[config.mk]
export PLATFORM = sky130hd
export DESIGN_NAME = scroll_display_ctrl_flat
export DESIGN_NICKNAME = d
export VERILOG_FILES = /design/src/rtl/scroll_display_ctrl_if.sv /design/src/rtl/scroll_display_ctrl.sv /design/src/flat_wrapper.sv
export SDC_FILE = /design/constraint.sdc
export NUM_CORES = 1
export LEC_CHECK = 0
export CAP_MARGIN = 20
export CORE_MARGIN = 1.5
export CORE_UTILIZATION = 40
export CTS_CLUSTER_DIAMETER = 100
export DETAILED_ROUTE_END_ITERATION = 10
export PLACE_DENSITY_LB_ADDON = 0.15
export SLEW_MARGIN = 20
export SYNTH_ARGS = -nofsm -noshare
export SYNTH_HDL_FRONTEND = slang
export SYNTH_SLANG_ARGS = --single-unit
[constraint.sdc]
create_clock -name clk -period 9 [get_ports clk]
set_input_delay 0.9 -clock clk [delete_from_list [all_inputs] [get_ports clk]]
set_output_delay 0.9 -clock clk [all_outputs]
set_load 0.01 [all_outputs]
[src/rtl/scroll_display_ctrl_if.sv]
// Host-side bundle for scroll_display_ctrl: load request, source data, blanking,
// busy status and the segment panel.
interface scroll_display_ctrl_if #(
   parameter int unsigned DATA_W       = 10,
   parameter int unsigned NUM_SRC      = 2,
   parameter int unsigned PANEL_DIGITS = 2
);
   localparam int unsigned SEL_W = (NUM_SRC > 1) ? $clog2(NUM_SRC) : 1;

   logic                        load;
   logic [1:0]                  mode;
   logic [SEL_W-1:0]            sel;
   logic [NUM_SRC*DATA_W-1:0]   data_in;
   logic                        blank;
   logic                        busy;
   logic [PANEL_DIGITS*9-1:0]   seg;

   modport master (
      output load, mode, sel, data_in, blank,
      input  busy, seg
   );

   modport slave (
      input  load, mode, sel, data_in, blank,
      output busy, seg
   );
endinterface

[src/rtl/scroll_display_ctrl.sv]
// Multi-channel seven-segment controller: captures a source value (or min/max), converts it
// to BCD by double-dabble, and shows it right-aligned or as a circular scroll.
module scroll_display_ctrl #(
   parameter int unsigned DATA_W       = 10,
   parameter int unsigned NUM_SRC      = 2,
   parameter int unsigned BCD_DIGITS   = 4,
   parameter int unsigned PANEL_DIGITS = 2,
   parameter int unsigned SCROLL_DIV   = 25_000_000
) (
   input logic                   clk,
   input logic                   rst,
   scroll_display_ctrl_if.slave  bus_if
);

   localparam int unsigned NW = $clog2(BCD_DIGITS + 1);
   localparam int unsigned CW = $clog2(DATA_W + 1);
   localparam int unsigned PW = $clog2(SCROLL_DIV);
   localparam int unsigned BW = BCD_DIGITS * 4;
   localparam logic [8:0]  BlankCode = 9'h100;

   typedef enum logic [1:0] {StIdle, StConv, StCommit} state_e;

   state_e                  state_q;
   logic                    busy_q;
   logic [DATA_W-1:0]       bin_q;
   logic [BW-1:0]           bcd_q;
   logic [CW-1:0]           cnt_q;
   logic [BW-1:0]           disp_q;
   logic [NW-1:0]           ndig_q;
   logic                    valid_q;
   logic [NW-1:0]           offset_q;
   logic [PW-1:0]           presc_q;

   logic [DATA_W-1:0]       chan [NUM_SRC];
   logic [DATA_W-1:0]       cap_val;
   logic [BW-1:0]           bcd_adj;
   logic [BW-1:0]           bcd_shift;
   logic [NW-1:0]           ndig_new;
   logic                    scroll_mode;
   logic [PANEL_DIGITS*9-1:0] seg_c;
   int                      k;

   function automatic logic [8:0] seg_code(input logic [3:0] d);
      logic [8:0] code;
      case (d)
         4'd0:    code = 9'h03F;
         4'd1:    code = 9'h006;
         4'd2:    code = 9'h05B;
         4'd3:    code = 9'h04F;
         4'd4:    code = 9'h066;
         4'd5:    code = 9'h06D;
         4'd6:    code = 9'h07D;
         4'd7:    code = 9'h007;
         4'd8:    code = 9'h07F;
         4'd9:    code = 9'h06F;
         default: code = BlankCode;
      endcase
      return code;
   endfunction

   always_comb begin
      for (int c = 0; c < NUM_SRC; c++) begin
         chan[c] = bus_if.data_in[c*DATA_W +: DATA_W];
      end
   end

   // Strict compares keep the lowest-index channel on ties.
   always_comb begin
      cap_val = chan[0];
      case (bus_if.mode)
         2'd1: begin
            for (int c = 1; c < NUM_SRC; c++) begin
               if (chan[c] < cap_val) cap_val = chan[c];
            end
         end
         2'd2: begin
            for (int c = 1; c < NUM_SRC; c++) begin
               if (chan[c] > cap_val) cap_val = chan[c];
            end
         end
         default: begin
            for (int c = 1; c < NUM_SRC; c++) begin
               if (int'(bus_if.sel) == c) cap_val = chan[c];
            end
         end
      endcase
   end

   always_comb begin
      bcd_adj = bcd_q;
      for (int d = 0; d < BCD_DIGITS; d++) begin
         if (bcd_q[d*4 +: 4] >= 4'd5) bcd_adj[d*4 +: 4] = bcd_q[d*4 +: 4] + 4'd3;
      end
      bcd_shift = {bcd_adj[BW-2:0], bin_q[DATA_W-1]};
   end

   always_comb begin
      ndig_new = NW'(1);
      for (int d = 0; d < BCD_DIGITS; d++) begin
         if (bcd_q[d*4 +: 4] != 4'd0) ndig_new = NW'(d + 1);
      end
   end

   assign scroll_mode = valid_q && (int'(ndig_q) > PANEL_DIGITS);

   always_ff @(posedge clk) begin
      if (rst) begin
         state_q  <= StIdle;
         busy_q   <= 1'b0;
         bin_q    <= '0;
         bcd_q    <= '0;
         cnt_q    <= '0;
         disp_q   <= '0;
         ndig_q   <= NW'(1);
         valid_q  <= 1'b0;
         offset_q <= '0;
         presc_q  <= '0;
      end else begin
         unique case (state_q)
            StIdle: begin
               if (bus_if.load) begin
                  bin_q   <= cap_val;
                  bcd_q   <= '0;
                  cnt_q   <= '0;
                  busy_q  <= 1'b1;
                  state_q <= StConv;
               end else if (scroll_mode) begin
                  // Offset cycles through N digits plus one trailing blank.
                  if (presc_q == PW'(SCROLL_DIV - 1)) begin
                     presc_q  <= '0;
                     offset_q <= (offset_q == ndig_q) ? '0 : offset_q + NW'(1);
                  end else begin
                     presc_q <= presc_q + PW'(1);
                  end
               end
            end
            StConv: begin
               bcd_q <= bcd_shift;
               bin_q <= bin_q << 1;
               cnt_q <= cnt_q + CW'(1);
               if (cnt_q == CW'(DATA_W - 1)) state_q <= StCommit;
            end
            StCommit: begin
               disp_q   <= bcd_q;
               ndig_q   <= ndig_new;
               valid_q  <= 1'b1;
               offset_q <= '0;
               presc_q  <= '0;
               busy_q   <= 1'b0;
               state_q  <= StIdle;
            end
            default: state_q <= StIdle;
         endcase
      end
   end

   // Position PANEL_DIGITS-1-p shows frame[(offset + i) mod (N+1)], frame = d[N-1]..d[0], blank.
   always_comb begin
      k     = 0;
      seg_c = {PANEL_DIGITS{BlankCode}};
      if (valid_q && !bus_if.blank) begin
         for (int p = 0; p < PANEL_DIGITS; p++) begin
            if (!scroll_mode) begin
               if (p < int'(ndig_q)) seg_c[p*9 +: 9] = seg_code(disp_q[p*4 +: 4]);
            end else begin
               k = int'(offset_q) + int'(PANEL_DIGITS) - 1 - p;
               if (k > int'(ndig_q)) k = k - int'(ndig_q) - 1;
               if (k < int'(ndig_q)) begin
                  seg_c[p*9 +: 9] = seg_code(disp_q[(int'(ndig_q) - 1 - k)*4 +: 4]);
               end
            end
         end
      end
   end

   assign bus_if.seg  = seg_c;
   assign bus_if.busy = busy_q;

endmodule

[src/flat_wrapper.sv]
// flat-port wrapper written by rule: the top's interface ports become plain ports
module scroll_display_ctrl_flat 
#(
   parameter int unsigned DATA_W       = 10,
   parameter int unsigned NUM_SRC      = 2,
   parameter int unsigned BCD_DIGITS   = 4,
   parameter int unsigned PANEL_DIGITS = 2,
   parameter int unsigned SCROLL_DIV   = 25_000_000
)
  (clk, rst, bus_if_load, bus_if_mode, bus_if_sel, bus_if_data_in, bus_if_blank, bus_if_busy, bus_if_seg);
  scroll_display_ctrl_if #(.DATA_W(DATA_W), .NUM_SRC(NUM_SRC), .PANEL_DIGITS(PANEL_DIGITS)) bus_if_i ();
  input logic clk;
  input logic rst;
  input wire logic [$bits(bus_if_i.load)-1:0] bus_if_load;
  input wire logic [$bits(bus_if_i.mode)-1:0] bus_if_mode;
  input wire logic [$bits(bus_if_i.sel)-1:0] bus_if_sel;
  input wire logic [$bits(bus_if_i.data_in)-1:0] bus_if_data_in;
  input wire logic [$bits(bus_if_i.blank)-1:0] bus_if_blank;
  output wire logic [$bits(bus_if_i.busy)-1:0] bus_if_busy;
  output wire logic [$bits(bus_if_i.seg)-1:0] bus_if_seg;
  assign bus_if_i.load = bus_if_load;
  assign bus_if_i.mode = bus_if_mode;
  assign bus_if_i.sel = bus_if_sel;
  assign bus_if_i.data_in = bus_if_data_in;
  assign bus_if_i.blank = bus_if_blank;
  assign bus_if_busy = bus_if_i.busy;
  assign bus_if_seg = bus_if_i.seg;
  scroll_display_ctrl #(.DATA_W(DATA_W), .NUM_SRC(NUM_SRC), .BCD_DIGITS(BCD_DIGITS), .PANEL_DIGITS(PANEL_DIGITS), .SCROLL_DIV(SCROLL_DIV)) u_core (.clk(clk), .rst(rst), .bus_if(bus_if_i));
endmodule
==> out/results.ini <==
[outcome]
status=complete, no violations

[routing]
vias=5791
drtIter0Drc=460
dr.pass1.iters=5
via_per_inst=5.34
wl_microns=16000
ant_nets=0
post_drt_wl_per_cell_microns=14.7
drc=0

[power_and_ir_drop]
irDropWorstVdd_mv=0.0981
p_leak_uw=0.00316
pwr-share-comb_pct=7.4
power.internal_uw=689
power_density_nw_per_um2=117
swShare_pct=23.3
p_clk_share_pct=43.9
seqPwrFrac_pct=48.7
p_switching_uw=209

[sta]
finalCriticalPeriod_ns=7.29
period_share_pct=81.0
holdWs_ns=0.470
rsz0062_at_grt=false
worst_pin_slew_ns=0.848
fmax_ghz=0.137
finClkSkew_ns=0.0104
setup_viol=0
relSlewSlack_pct=43.3
hold_violations=0
fin_tns_setup_ns=0
slew_viol_final=0

[finish]
syn2layout_area_growth_pct=13.2
nFillCells=1686
final-seq-area_sq_um=1940
multiInputGateArea_sq_um=4480
drive_above_1_share_pct=6.36
layoutNonFillerInstCount=1085
diodes=0
nets=962

[placement]
numPortBuffers=43
gp_congestion=0.894
hpwlAfterDp_microns=12000
dpl.cell_count=1069

[critical_path]
arrival_ns=6.39
critical_path_required_ns=8.10
crit_chain=inv_1, ha_1, xnor2_2, inv_2, ha_1, o21ai_0, a32o_1, a21oi_1, nor2_1, a21oi_1, inv_1, ha_1, a21o_1, a21oi_1, xnor2_1, nor3_1, nor3_2, nand2_1, inv_1, ha_1, mux2_2, a211oi_1, clkdlybuf4s50_1
end_kind=output port
cp_max_fo=13
worstPathBufferInverterCount=5
cp_top_family=compound AO/OA/AOI/OAI gates
path_depth=23
r2r_slack_ns=5.34
r2r-end=u_core.presc_q[19]
crit_top_cell=ha_1
path_class=register to output port
cp_slowest_cell=dfxtp_1
reg2reg_from=u_core.ndig_q[0]
ff2ff_path_depth=11
cpPeakStageDelay_ns=0.62
startpoint_type=register

[global_routing]
grt_max_degree=70
grt_overflow=0
grt_antenna_before_repair=0
grt_usage_pct=18.6
first_global_vias=5386
grt_pass1_wl_microns=26700

[cts]
cts.reportedPaths.clkPinSlew_ns=0.07
clkLatencyLatePin_ns=0.35
cts_hold_buf=0
cts.sinks=97
htreeDepth=3
cts.repair.resized=0
cts_tree=built
clk_path_buf_depth=2
cts_setup_buffers=0
numCtsBuffers=9
cts_root_buffer=clkbuf_16

[floorplanning]
die_w_microns=133
initial_core_util_pct=40.9
ios=46
die_h_microns=133
num_rows=47
die_area_sq_um=17700
core_area_sq_um=16600

[yosys]
synth.distinct_cells=79
ys_async_sr_fraction_pct=0
synth-edff-count=0
ys_seq_elements=97
synthFlopType=dfxtp_1
synth_cells=837
synth_area_per_cell_sq_um=8.10
ys_seq_area_share_pct=28.7
synth_area_sq_um=6780
ys.warnings.count=0

[min_path]
hp-class=register to register
hold_depth=2
hp-start=u_core.cnt_q[3]
worstHoldEndpoint=u_core.cnt_q[3]

[flow_run]
drv_cap=0

[worst max-delay path by stage]
stage                                   from       endpoint
after floorplan           u_core.offset_q[0]  bus_if_seg[3]
after global placement    u_core.offset_q[0]  bus_if_seg[3]
after detailed placement  u_core.offset_q[0]  bus_if_seg[3]
after CTS                 u_core.offset_q[0]  bus_if_seg[3]
after global routing      u_core.offset_q[0]  bus_if_seg[3]
final                     u_core.offset_q[0]  bus_if_seg[3]
[layer usage]
layer | share of wire, % | track usage [%]
met1 | 49 | 25.0
met2 | 47 | 31.4
met4 | 1.6 | 5.13
met5 | 0 | 0
met3 | 3.1 | 2.70
[worst min-delay path, stage by stage, from the launching register on]
cell and delay (ns):
dfxtp_1 0.32, nand2_1 0.06, a21oi_1 0.05
[synth_stat cells, drive strengths merged, types with 5 or more instances]
master,n,area [sq um]
dfxtp,97,1940
and2,11,70.1
mux2i,9,90.1
nor2,105,397
nand2,81,307
inv,58,218
ha,71,888
a22oi,16,120
xnor2,18,165
nor2b,9,56.3
buf,5,30.0
mux4,7,158
nand3,20,100
a222oi,8,80.1
o211a,5,50.1
clkbuf,31,116
nor3,24,136
a22o,9,78.8
a21oi,71,359
o21ai,40,204
nand4,10,62.6
mux2,5,56.3
xor2,17,149
nand2b,13,81.3
or2,5,31.3
a31oi,7,43.8
a21o,10,75.1
a211oi,9,67.6
[power groups by stage]
stage                     Combinational [uW]  Sequential [uW]  Clock (uW)
after floorplan                         44.1              446           0
after global placement                  66.4              447           0
after detailed placement                66.8              447           0
after CTS                               66.9              437         409
after global routing                    75.3              438         427
final                                   66.2              438         394
[logic make-up after synthesis]
family	after synthesis	share of synthesized area [%]
compound gates	215	21.2
simple gates	297	20.6
mux	21	4.49
fa+ha+maj	75	14.3
other cells	1	0.0553
flops	97	28.7
buf+inv	94	5.37
xor+xnor	37	5.37
[area by class of cell]
class,count,share of cell area (%)
tap,220,3.59
multi-input combinational,647,58.4
clock buffer,11,3.16
sequential,97,25.3
clock inverter,5,0.815
inverter,58,2.84
timing repair buffer,47,5.94
[per-stage QoR]
step                      total power (uW)  cell area [sq um]  util (%)  setup slack, ns
after global placement                 514               7370      44.4             2.32
after global routing                   940               7670      46.3             1.36
final                                  898               7670      46.3             1.71
after detailed placement               514               7370      44.4             2.15
after CTS                              913               7670      46.3             1.78
after floorplan                        490               6780         -             3.26
[placed cells by master, fill, tap and decap left out, types with 8 or more instances in the layout]
master | netlist | final
a211oi_1 | 9 | 9
a21o_1 | 10 | 10
a21oi_1 | 70 | 70
a222oi_1 | 8 | 8
a22o_1 | 9 | 9
a22oi_1 | 16 | 16
and2_1 | 9 | 9
clkbuf_16 | 0 | 9
clkdlybuf4s50_1 | 0 | 42
dfxtp_1 | 97 | 97
ha_1 | 71 | 71
inv_1 | 57 | 57
mux2i_1 | 9 | 9
nand2_1 | 80 | 80
nand2b_1 | 13 | 13
nand3_1 | 20 | 20
nand4_1 | 10 | 10
nor2_1 | 104 | 104
nor2b_1 | 9 | 9
nor3_1 | 22 | 22
o21ai_0 | 37 | 37
xnor2_1 | 17 | 17
xor2_1 | 17 | 17
No activity file was read; power rests on OpenSTA's default activity.
